### src/rtl/norm_unit_arbiter.sv
`timescale 1ns/1ps
`default_nettype none
// ---------------------------------------------------------------------------
// norm_unit_arbiter : round-robin share of one normalize unit between two FMA
//                     lanes; operand stage + result stage. Macro NORM_ARB_PERF_EN
//                     adds saturating grant/stall performance counters.
// Revision 1.0
// ---------------------------------------------------------------------------
module norm_unit_arbiter #(
  parameter int SIG_WIDTH = 23,
  parameter int EXP_WIDTH = 8,
  localparam int PW = 3*(SIG_WIDTH+1)+8,
  localparam int NW = SIG_WIDTH+4
) (
  input  logic                 clk,
  input  logic                 rst_n,
  input  logic                 req0_valid,
  output logic                 req0_ready,
  input  logic [PW-1:0]        req0_prenorm,
  input  logic [5:0]           req0_lza_shamt,
  input  logic [5:0]           req0_shamt,
  input  logic                 req0_cexp_small,
  input  logic [EXP_WIDTH-1:0] req0_res_exp,
  input  logic                 req1_valid,
  output logic                 req1_ready,
  input  logic [PW-1:0]        req1_prenorm,
  input  logic [5:0]           req1_lza_shamt,
  input  logic [5:0]           req1_shamt,
  input  logic                 req1_cexp_small,
  input  logic [EXP_WIDTH-1:0] req1_res_exp,
  output logic [PW-1:0]        nu_prenorm,
  output logic [5:0]           nu_lza_shamt,
  output logic [5:0]           nu_shamt,
  output logic                 nu_cexp_small,
  output logic [EXP_WIDTH-1:0] nu_res_exp,
  input  logic [NW-1:0]        nu_normalized,
  input  logic [EXP_WIDTH-1:0] nu_exp,
  input  logic                 nu_exp_corr,
  output logic                 out_valid,
  input  logic                 out_ready,
  output logic                 out_tag,
  output logic [NW-1:0]        out_normalized,
  output logic [EXP_WIDTH-1:0] out_exp,
  output logic                 out_exp_corr
`ifdef NORM_ARB_PERF_EN
  ,
  output logic [31:0]          perf_grant0,
  output logic [31:0]          perf_grant1,
  output logic [31:0]          perf_stall
`endif
);

  logic                 s1_valid_q, s1_valid_d;
  logic                 s1_tag_q, s1_tag_d;
  logic [PW-1:0]        s1_prenorm_q, s1_prenorm_d;
  logic [5:0]           s1_lza_q, s1_lza_d;
  logic [5:0]           s1_shamt_q, s1_shamt_d;
  logic                 s1_cexp_q, s1_cexp_d;
  logic [EXP_WIDTH-1:0] s1_res_exp_q, s1_res_exp_d;
  logic                 rr_ptr_q, rr_ptr_d;
  logic                 out_valid_q, out_valid_d;
  logic                 out_tag_q, out_tag_d;
  logic [NW-1:0]        out_norm_q, out_norm_d;
  logic [EXP_WIDTH-1:0] out_exp_q, out_exp_d;
  logic                 out_corr_q, out_corr_d;
  logic                 adv2, acc1, grant0, grant1, take0, take1;

  always_comb begin
    adv2   = s1_valid_q & (~out_valid_q | out_ready);
    acc1   = ~s1_valid_q | adv2;
    grant0 = req0_valid & (~req1_valid | ~rr_ptr_q);
    grant1 = req1_valid & (~req0_valid | rr_ptr_q);
    // Ready is forced low while reset is asserted, even though acc1 is high then.
    req0_ready = grant0 & acc1 & rst_n;
    req1_ready = grant1 & acc1 & rst_n;
    take0 = req0_valid & req0_ready;
    take1 = req1_valid & req1_ready;

    s1_valid_d   = s1_valid_q;
    s1_tag_d     = s1_tag_q;
    s1_prenorm_d = s1_prenorm_q;
    s1_lza_d     = s1_lza_q;
    s1_shamt_d   = s1_shamt_q;
    s1_cexp_d    = s1_cexp_q;
    s1_res_exp_d = s1_res_exp_q;
    rr_ptr_d     = rr_ptr_q;
    out_valid_d  = out_valid_q;
    out_tag_d    = out_tag_q;
    out_norm_d   = out_norm_q;
    out_exp_d    = out_exp_q;
    out_corr_d   = out_corr_q;

    if (take0) begin
      s1_valid_d   = 1'b1;
      s1_tag_d     = 1'b0;
      s1_prenorm_d = req0_prenorm;
      s1_lza_d     = req0_lza_shamt;
      s1_shamt_d   = req0_shamt;
      s1_cexp_d    = req0_cexp_small;
      s1_res_exp_d = req0_res_exp;
      rr_ptr_d     = 1'b1;
    end else if (take1) begin
      s1_valid_d   = 1'b1;
      s1_tag_d     = 1'b1;
      s1_prenorm_d = req1_prenorm;
      s1_lza_d     = req1_lza_shamt;
      s1_shamt_d   = req1_shamt;
      s1_cexp_d    = req1_cexp_small;
      s1_res_exp_d = req1_res_exp;
      rr_ptr_d     = 1'b0;
    end else if (acc1) begin
      s1_valid_d = 1'b0;
    end

    if (adv2) begin
      out_valid_d = 1'b1;
      out_tag_d   = s1_tag_q;
      out_norm_d  = nu_normalized;
      out_exp_d   = nu_exp;
      out_corr_d  = nu_exp_corr;
    end else if (out_valid_q & out_ready) begin
      out_valid_d = 1'b0;
    end
  end

  always_ff @(posedge clk or negedge rst_n) begin
    if (!rst_n) begin
      s1_valid_q   <= 1'b0;
      s1_tag_q     <= 1'b0;
      s1_prenorm_q <= '0;
      s1_lza_q     <= '0;
      s1_shamt_q   <= '0;
      s1_cexp_q    <= 1'b0;
      s1_res_exp_q <= '0;
      rr_ptr_q     <= 1'b0;
      out_valid_q  <= 1'b0;
      out_tag_q    <= 1'b0;
      out_norm_q   <= '0;
      out_exp_q    <= '0;
      out_corr_q   <= 1'b0;
    end else begin
      s1_valid_q   <= s1_valid_d;
      s1_tag_q     <= s1_tag_d;
      s1_prenorm_q <= s1_prenorm_d;
      s1_lza_q     <= s1_lza_d;
      s1_shamt_q   <= s1_shamt_d;
      s1_cexp_q    <= s1_cexp_d;
      s1_res_exp_q <= s1_res_exp_d;
      rr_ptr_q     <= rr_ptr_d;
      out_valid_q  <= out_valid_d;
      out_tag_q    <= out_tag_d;
      out_norm_q   <= out_norm_d;
      out_exp_q    <= out_exp_d;
      out_corr_q   <= out_corr_d;
    end
  end

  assign nu_prenorm     = s1_prenorm_q;
  assign nu_lza_shamt   = s1_lza_q;
  assign nu_shamt       = s1_shamt_q;
  assign nu_cexp_small  = s1_cexp_q;
  assign nu_res_exp     = s1_res_exp_q;
  assign out_valid      = out_valid_q;
  assign out_tag        = out_tag_q;
  assign out_normalized = out_norm_q;
  assign out_exp        = out_exp_q;
  assign out_exp_corr   = out_corr_q;

`ifdef NORM_ARB_PERF_EN
  logic [31:0] perf_grant0_q, perf_grant0_d;
  logic [31:0] perf_grant1_q, perf_grant1_d;
  logic [31:0] perf_stall_q, perf_stall_d;

  always_comb begin
    perf_grant0_d = perf_grant0_q;
    perf_grant1_d = perf_grant1_q;
    perf_stall_d  = perf_stall_q;
    if (take0 && (perf_grant0_q != 32'hFFFF_FFFF)) perf_grant0_d = perf_grant0_q + 32'd1;
    if (take1 && (perf_grant1_q != 32'hFFFF_FFFF)) perf_grant1_d = perf_grant1_q + 32'd1;
    if (out_valid_q && !out_ready && (perf_stall_q != 32'hFFFF_FFFF))
      perf_stall_d = perf_stall_q + 32'd1;
  end

  always_ff @(posedge clk or negedge rst_n) begin
    if (!rst_n) begin
      perf_grant0_q <= '0;
      perf_grant1_q <= '0;
      perf_stall_q  <= '0;
    end else begin
      perf_grant0_q <= perf_grant0_d;
      perf_grant1_q <= perf_grant1_d;
      perf_stall_q  <= perf_stall_d;
    end
  end

  assign perf_grant0 = perf_grant0_q;
  assign perf_grant1 = perf_grant1_q;
  assign perf_stall  = perf_stall_q;
`endif

endmodule
`default_nettype wire

### config.mk
export PLATFORM = sky130hd
export DESIGN_NAME = norm_unit_arbiter
export DESIGN_NICKNAME = d
export VERILOG_FILES = /design/src/rtl/norm_unit_arbiter.sv
export SDC_FILE = /design/constraint.sdc
export NUM_CORES = 1
export LEC_CHECK = 0
export CAP_MARGIN = 20
export CORE_AREA = 4 4 147 149
export DETAILED_ROUTE_END_ITERATION = 8
export DIE_AREA = 0 0 151 153
export MAX_ROUTING_LAYER = met4
export PLACE_DENSITY = 0.78
export SYNTH_ARGS = -nofsm -noshare
export SYNTH_HDL_FRONTEND = slang
export SYNTH_SLANG_ARGS = --single-unit
### constraint.sdc
create_clock -name clk -period 1.7 [get_ports clk]
set_clock_uncertainty 0.05 [all_clocks]
set_input_delay 0.34 -clock clk [delete_from_list [all_inputs] [get_ports clk]]
set_output_delay 0.34 -clock clk [all_outputs]
set_load 0.1 [all_outputs]
**Word-level counts from Yosys, hierarchy flattened**

Index checks and enable logic that the tools add are counted.

- Bits in registers: 142
- Input port bits: 243
- Output and inout bits: 141
- Word-level logic and storage cells: 54

- Mux-type cells: 19
- Bitwise gates (word level): 19
- Reductions and logical operators: 3

Operator list:

| kind | count |
|---|---|
| 2-to-1 mux 80 bit | 2 |
| 2-to-1 mux 6 bit | 4 |
| 2-to-1 mux 8 bit | 2 |
| 2-to-1 mux 1 bit | 11 |
| AND 1 bit | 10 |
| NOT 1 bit | 5 |
| OR 1 bit | 4 |
| nonzero test 2 bit | 2 |
| nonzero test 3 bit | 1 |

**Logic depth before layout (Yosys ltp)**

Gate-level depths: netlist of the first run.

- Depth after elaboration: 9
- Depth in mapped cells: 6
- Mapped depth without buffers: 3

**Worst setup path before layout of the first run**

OpenSTA, ideal clock, no wires.

- Path kind: flip-flop to output port
- Start: reg out_valid_q, in the netlist out_valid
- End: out req1_ready
- Arrival time: 3.295 ns
- Required time: 1.310 ns
- Path slack: -1.985 ns
- Stages on the path, launching flop included: 4
- Buffers on the path: 0
- Cell sequence: dfrtp_1 nand3b_4 nand2_1 nor3_1

- Longest elaborated chain between the ends: 6

Ends and longest elaborated chain:

| what | line | text |
|---|---|---|
| start, declared | 61 | `logic out_valid_q, out_valid_d;` |
| start signal, assigned | 150 | `out_valid_q <= out_valid_d;` |
| NOT 1 bit | 69 | `adv2 = s1_valid_q & (~out_valid_q \| out_ready);` |
| OR 1 bit | 69 |  |
| AND 1 bit | 69 |  |
| OR 1 bit | 70 | `acc1 = ~s1_valid_q \| adv2;` |
| AND 1 bit (2 in a row) | 75 | `req1_ready = grant1 & acc1 & rst_n;` |
| end, declared | 25 | `output logic req1_ready,` |

No other way between the ends.

**Worst setup path after layout of the first run**

- Start: reg rr_ptr_q
- End: out req1_ready

- Longest elaborated chain between the ends: 4

Ends and longest elaborated chain:

| what | line | text |
|---|---|---|
| start, declared | 60 | `logic rr_ptr_q, rr_ptr_d;` |
| start signal, assigned | 149 | `rr_ptr_q <= rr_ptr_d;` |
| OR 1 bit | 72 | `grant1 = req1_valid & (~req0_valid \| rr_ptr_q);` |
| AND 1 bit | 72 |  |
| AND 1 bit (2 in a row) | 75 |  |

No other way between the ends.

==> run metrics, run 1 <==
Critical-path top delay cell dfrtp_2; DR DRC count 0; Power Dens Cells approximately 1600 mW/mm^2; outcome complete, but fails checks; Crit Path Class reg2out; clock root cell clkbuf_16; Slew HR 0.486; Peak Freq 541 MHz; Setup crit start kind flop; first-pass GRT wire length 37600 um; Worst Setup End Kind output pin; GR Overflow Total 0; Synth cell types 26; Post-Syn Area 0.00620 mm^2; CTS Sinks 142; H-tree depth 4; wirelength, routed ~25000 um; height of the die 153 um; cells along the critical path and2b_1 -> nor3_4 -> buf_12; Worst Path Required 1.31 ns; post-placement cell count between 1000 and 1500; pins over their slew limit 0; GRT Total Usage 0.217; Buf/Inv on CP 1; post-route minimum period 1.85 ns; CP peak stage delay 0.40 ns; vias in the first global route 6674; delay-heaviest family, CP simple AND/OR/NAND/NOR gates; ys flop type dfrtp_1; Final Hold Vio Count 0; leak pwr 0.00505 uW; VDD IR max 0.00104 V; failing checks negative setup slack; Final Non-Filler Cells 1122; largest net degree at the start of global routing 137; Avg Vias per Cell 5.33; FF+latch count, synth approximately 140; Post-synth ARST share 1.00; Initial Util 0.308; CTS tree done; Site Rows 52; WL per Instance 22.4 um; CP arrival 1.46 ns; clock buffer count from CTS 17; Vias about 6000; Syn Inst Count between 400 and 500; Post-DP HPWL 18600 um; Reg2Reg Capture Point nu_prenorm[59]; Hold Path Class in2async; # fillers ~1500; DP Worst Slack -0.269 ns; drt pass-1 iters 4; clock latency on the worst-skew pair roughly 0.4 ns; Max Fanout on Critical Path 4; synthesis warning total 0; CTS clk-pin slew, worst paths approximately 0.060 ns; Final ANT Viol Nets 0; Final GP Congestion between 0.8 and 0.9; RSZ-0062 raised after global routing yes; setup ws final -0.150 ns; Area growth, synth to finish 102%; Final Power 20100 uW; Initial DRC Count around 210; Die ar. 0.0231 mm^2; setup violators final 2; io pins between 300 and 400; antenna violations before repair 0; clk buf depth 2; max-cap violation count 0; Die Wd ~150 um; Layout Nets between 1000 and 1500; number of diodes 0; Post-synth EDFFs 0; Worst Tran Pin Value 0.771 ns; reg2reg start out_valid; Avg Cell Area, Syn 13.5 um^2; fin crit share 1.09; PortBufs roughly 380; sequential fraction of the synthesis area 0.573; post-synth net total about 700; Reg2Reg Depth 6; share of post-route cells with drive strength above 1 0.300; Core Area 0.0202 mm^2; setup slack, reg-to-reg 0.15 ns
[per-stage QoR]
stage	TNS, ns	instance area (um^2)	utilization	hold WS, ns
2_1_floorplan	-0.539	6230	-	-0.00559
3_3_place_gp	-17.71	11900	0.589	0.120
3_5_place_dp	-23.43	11900	0.589	0.122
4_1_cts	-0.296	12600	0.622	0.111
5_1_grt	-0.378	12600	0.622	0.151
6_report	-0.263	12600	0.622	0.0509
[registers in the layout, summed over array words and instances (netlist names), 6 cells and up]
name,flops
nu_shamt,6
out_normalized,27
out_exp,8
nu_res_exp,8
nu_prenorm,80
nu_lza_shamt,6
[how the worst max path moves through the flow]
stage          startpoint         end  slack, ns  depth (start not counted)
3_5_place_dp   req0_valid  req0_ready      -0.27                          4
6_report         rr_ptr_q  req1_ready      -0.15                          3
4_1_cts          rr_ptr_q  req1_ready      -0.17                          3
5_1_grt          rr_ptr_q  req1_ready      -0.21                          3
2_1_floorplan   out_valid  req1_ready      -0.31                          3
3_3_place_gp   req0_valid  req0_ready      -0.24                          4
[layout by cell type, fill, tap and decap left out, drive strengths merged, types with 4 or more instances in the layout]
| master | netlist | layout |
|---|---|---|
| dfrtp | 142 | 142 |
| buf | 44 | 178 |
| bufinv | 0 | 4 |
| clkbuf | 14 | 18 |
| o2bb2ai | 79 | 79 |
| clkdlybuf4s50 | 0 | 239 |
| clkinv | 0 | 5 |
| a2bb2oi | 22 | 22 |
| a32oi | 79 | 79 |
| o32ai | 22 | 22 |
| mux2 | 37 | 37 |
[cell families (layout without fill, tap and decap cells)]
family	count (synthesis)	count (layout)	synth area share
AOI/OAI and AO/OA	210	210	0.295
DFF	142	142	0.573
buffers and inverters	59	451	0.0514
muxes	37	37	0.0672
and+or+nand+nor	12	12	0.0131
[per-layer routing]
layer	global-route usage	vias to the layer above	wire length, um
li1	-	2688	-
met5	-	-	0
met1	0.241	2961	9500
met3	0.0773	40	2280
met2	0.364	288	12700
met4	0.0712	0	665
[area by class of cell]
type	instances	area (um^2)	share of cell area
clock buffer	18	429	0.0342
clock inverter	13	191	0.0153
inverter	1	3.75	0.000299
multi-input combinational	259	2390	0.190
sequential	142	3560	0.284
tap	270	338	0.0269
timing repair buffer	419	5640	0.449
[cells in the mapped netlist (2+ instances only)]
| master | n | area share |
|---|---|---|
| a2bb2oi_1 | 22 | 0.031 |
| dfrtp_1 | 142 | 0.57 |
| buf_4 | 12 | 0.015 |
| nand2_1 | 2 | 0.0012 |
| o32ai_1 | 22 | 0.031 |
| buf_2 | 30 | 0.024 |
| o2bb2ai_1 | 79 | 0.11 |
| a31oi_1 | 2 | 0.0020 |
| a32oi_1 | 79 | 0.11 |
| mux2_2 | 37 | 0.067 |
| buf_6 | 2 | 0.0036 |
| nand2b_1 | 3 | 0.0030 |
| a21oi_1 | 2 | 0.0016 |
| clkbuf_1 | 14 | 0.0085 |
[power by group]
part | total (uW) | switching, uW | internal [uW]
Clock | 3980 | 1520 | 2460
Combinational | 11100 | 6960 | 4170
Sequential | 5010 | 872 | 4130
[what timing repair did]
item | CTS | global route
pin swaps | 1 | 0
buffers inserted | 5 | 0
hold endpoints to repair | 6 | 0
hold buffers | 1 | 0
gates resized for setup | 3 | 0
endpoints found under the setup margin | 2 | 2
Note: power is estimated with default switching activity, not from simulation.
==> run 2, diff against run 1 <==
--- a/config.mk
+++ b/config.mk
@@ -11,6 +11,7 @@
 export DIE_AREA = 0 0 151 153
 export MAX_ROUTING_LAYER = met4
 export PLACE_DENSITY = 0.78
+export SETUP_SLACK_MARGIN = 0.4
 export SYNTH_ARGS = -nofsm -noshare
 export SYNTH_HDL_FRONTEND = slang
 export SYNTH_SLANG_ARGS = --single-unit
==> run metrics, run 2 (synthesis gave the netlist of run 1 again) <==
Core Area 0.0202 mm^2 (unchanged); setup slack, reg-to-reg -0.19 ns (-0.34 ns); CP arrival 2.12 ns (+0.66 ns); CTS Sinks 142 (unchanged); height of the die 153 um (unchanged); H-tree depth 4 (unchanged); Vias 7167 (+20%); Worst Setup End Kind flop; clock latency on the worst-skew pair 0.41 ns (about the same); GR Overflow Total 0 (unchanged); # fillers 1022 (-32%); Worst Tran Pin Value 0.746 ns (-0.0254 ns); vias in the first global route 7596 (+14%); CTS clk-pin slew, worst paths 0.07 ns (about the same); wirelength, routed 34900 um (+39%); reg2reg start rr_ptr_q; met1 WL 12300 um (+30%); Final Hold Vio Count 0 (unchanged); antenna violations before repair 1 (+1); Power Dens Cells 1460 mW/mm^2 (-8.7%); Slew HR 0.503 (+0.0169); Max Used Layer met4; leak pwr 0.00644 uW (+28%); most common cell after layout, fill and taps aside clkdlybuf4s50_1; io pins 384 (unchanged); Layout Nets 1259 (+16%); Area growth, synth to finish 153%; Hold Path Class in2async; Finished Core Util 0.779 (+0.157); clock buffer count from CTS 17 (unchanged); setup violators final 109 (+107); setup tns final -11.52 ns (-11.26 ns); WL per Instance 26.9 um (+20%); commonest non-fill, non-tap cells in the layout 239 x clkdlybuf4s50_1, 161 x buf_12, 150 x buf_4; Reg2Reg Depth 6 (unchanged); setup ws final -0.195 ns (-0.0452 ns); DP Area 0.0120 mm^2 (+1.1%); Site Rows 52 (unchanged); fin crit share 1.11 (+0.0266); Worst Path Required 1.92 ns (+0.61 ns); Crit Path Class reg2reg; Setup crit start kind flop; Max Fanout on Critical Path 11 (+7); Reg area 0.00358 mm^2 (+0.53%); post-route minimum period 1.89 ns (+0.0452 ns); CTS tree done; DR DRC count 0 (unchanged); clock root cell clkbuf_16; max-cap violation count 0 (unchanged); outcome complete, but fails checks; Final ANT Viol Nets 0 (unchanged); Initial Util 0.308 (unchanged); pins over their slew limit 0 (unchanged); final instance area 0.0157 mm^2 (+25%); DP Worst Slack -0.252 ns (+0.0169 ns); GRT Total Usage 0.266 (+0.0488); Reg2Reg Capture Point nu_lza_shamt[3]; share of post-route cells with drive strength above 1 0.544 (+0.244); multi-input logic area 0.00364 mm^2 (+52%); met3 wire length 2770 um (+22%); first-pass GRT wire length 45300 um (+21%); Die Wd 151 um (unchanged); Die ar. 0.0231 mm^2 (unchanged); Peak Freq 528 MHz (-2.4%); RSZ-0062 raised after global routing yes; VDD IR max 0.00105 V (+1.5%); Hold WS 0.119 ns (+0.0683 ns); max reg flops 80 (unchanged); Met2 Wirelength 18600 um (+46%); PortBufs 383 (unchanged); Avg Vias per Cell 5.51 (+3.5%); failing checks negative setup slack; Final GP Congestion 0.797 (-1.5%); Initial DRC Count 301 (+42%); largest net degree at the start of global routing 85 (-38%); clk buf depth 2 (unchanged); Post-DP HPWL 18500 um (-0.47%); drt pass-1 iters 4 (unchanged)
==> run 2: how the worst max path moves through the flow <==
stage	startpoint	endpoint	cells past startpoint
finish	rr_ptr_q	nu_lza_shamt[3]	6
detailed placement	req0_valid	nu_prenorm[10]	6
global route	rr_ptr_q	req1_ready	3
CTS	rr_ptr_q	req1_ready	3
global placement	req0_valid	req1_ready	4
floorplan	out_valid	req1_ready	3
==> run 2: routing by layer <==
metal	up-vias	global-route usage
met4	0	0.0872
met3	83	0.0871
li1	3038	-
met5	-	-
met2	373	0.469
met1	3673	0.279
==> run 2: layout make-up <==
class                   instances  share of cell area
diodes                          1            0.000159
inverters                       1            0.000239
flip-flops and latches        142               0.228
clock inverters                14              0.0131
multi-input cells             259               0.232
repair buffers                595               0.478
well taps                     270              0.0215
clock buffers                  18              0.0280
==> run 2: critical path, cell delays in order, from the launching register on <==
cell and delay [ns]:
dfrtp_2 0.43, buf_4 0.17, nand2b_4 0.16, buf_12 0.16, buf_4 0.17, a32oi_1 0.46
o2bb2ai_4 0.15
==> run 2: what timing repair did <==
| action | in CTS | in global routing |
|---|---|---|
| hold buffers | 2 | 0 |
| endpoints found under the setup margin | 281 | 282 |
| setup buffers | 101 | 51 |
| gates cloned | 16 | 0 |
| pin swaps | 24 | 28 |
| gates resized for setup | 155 | 66 |
| endpoints found under the hold margin | 3 | 0 |
==> run 2: report_power, final <==
part	switching (uW)	internal (uW)
Combinational	7970	5770
Sequential	923	4150
Clock	1650	2530
==> run 2: through the flow <==
step | total power (uW) | instances
2_1_floorplan | 11300 | 460
3_3_place_gp | 16200 | 1097
5_1_grt | 23600 | 1300
6_report | 23000 | 1300
3_5_place_dp | 16300 | 1097
4_1_cts | 21900 | 1248
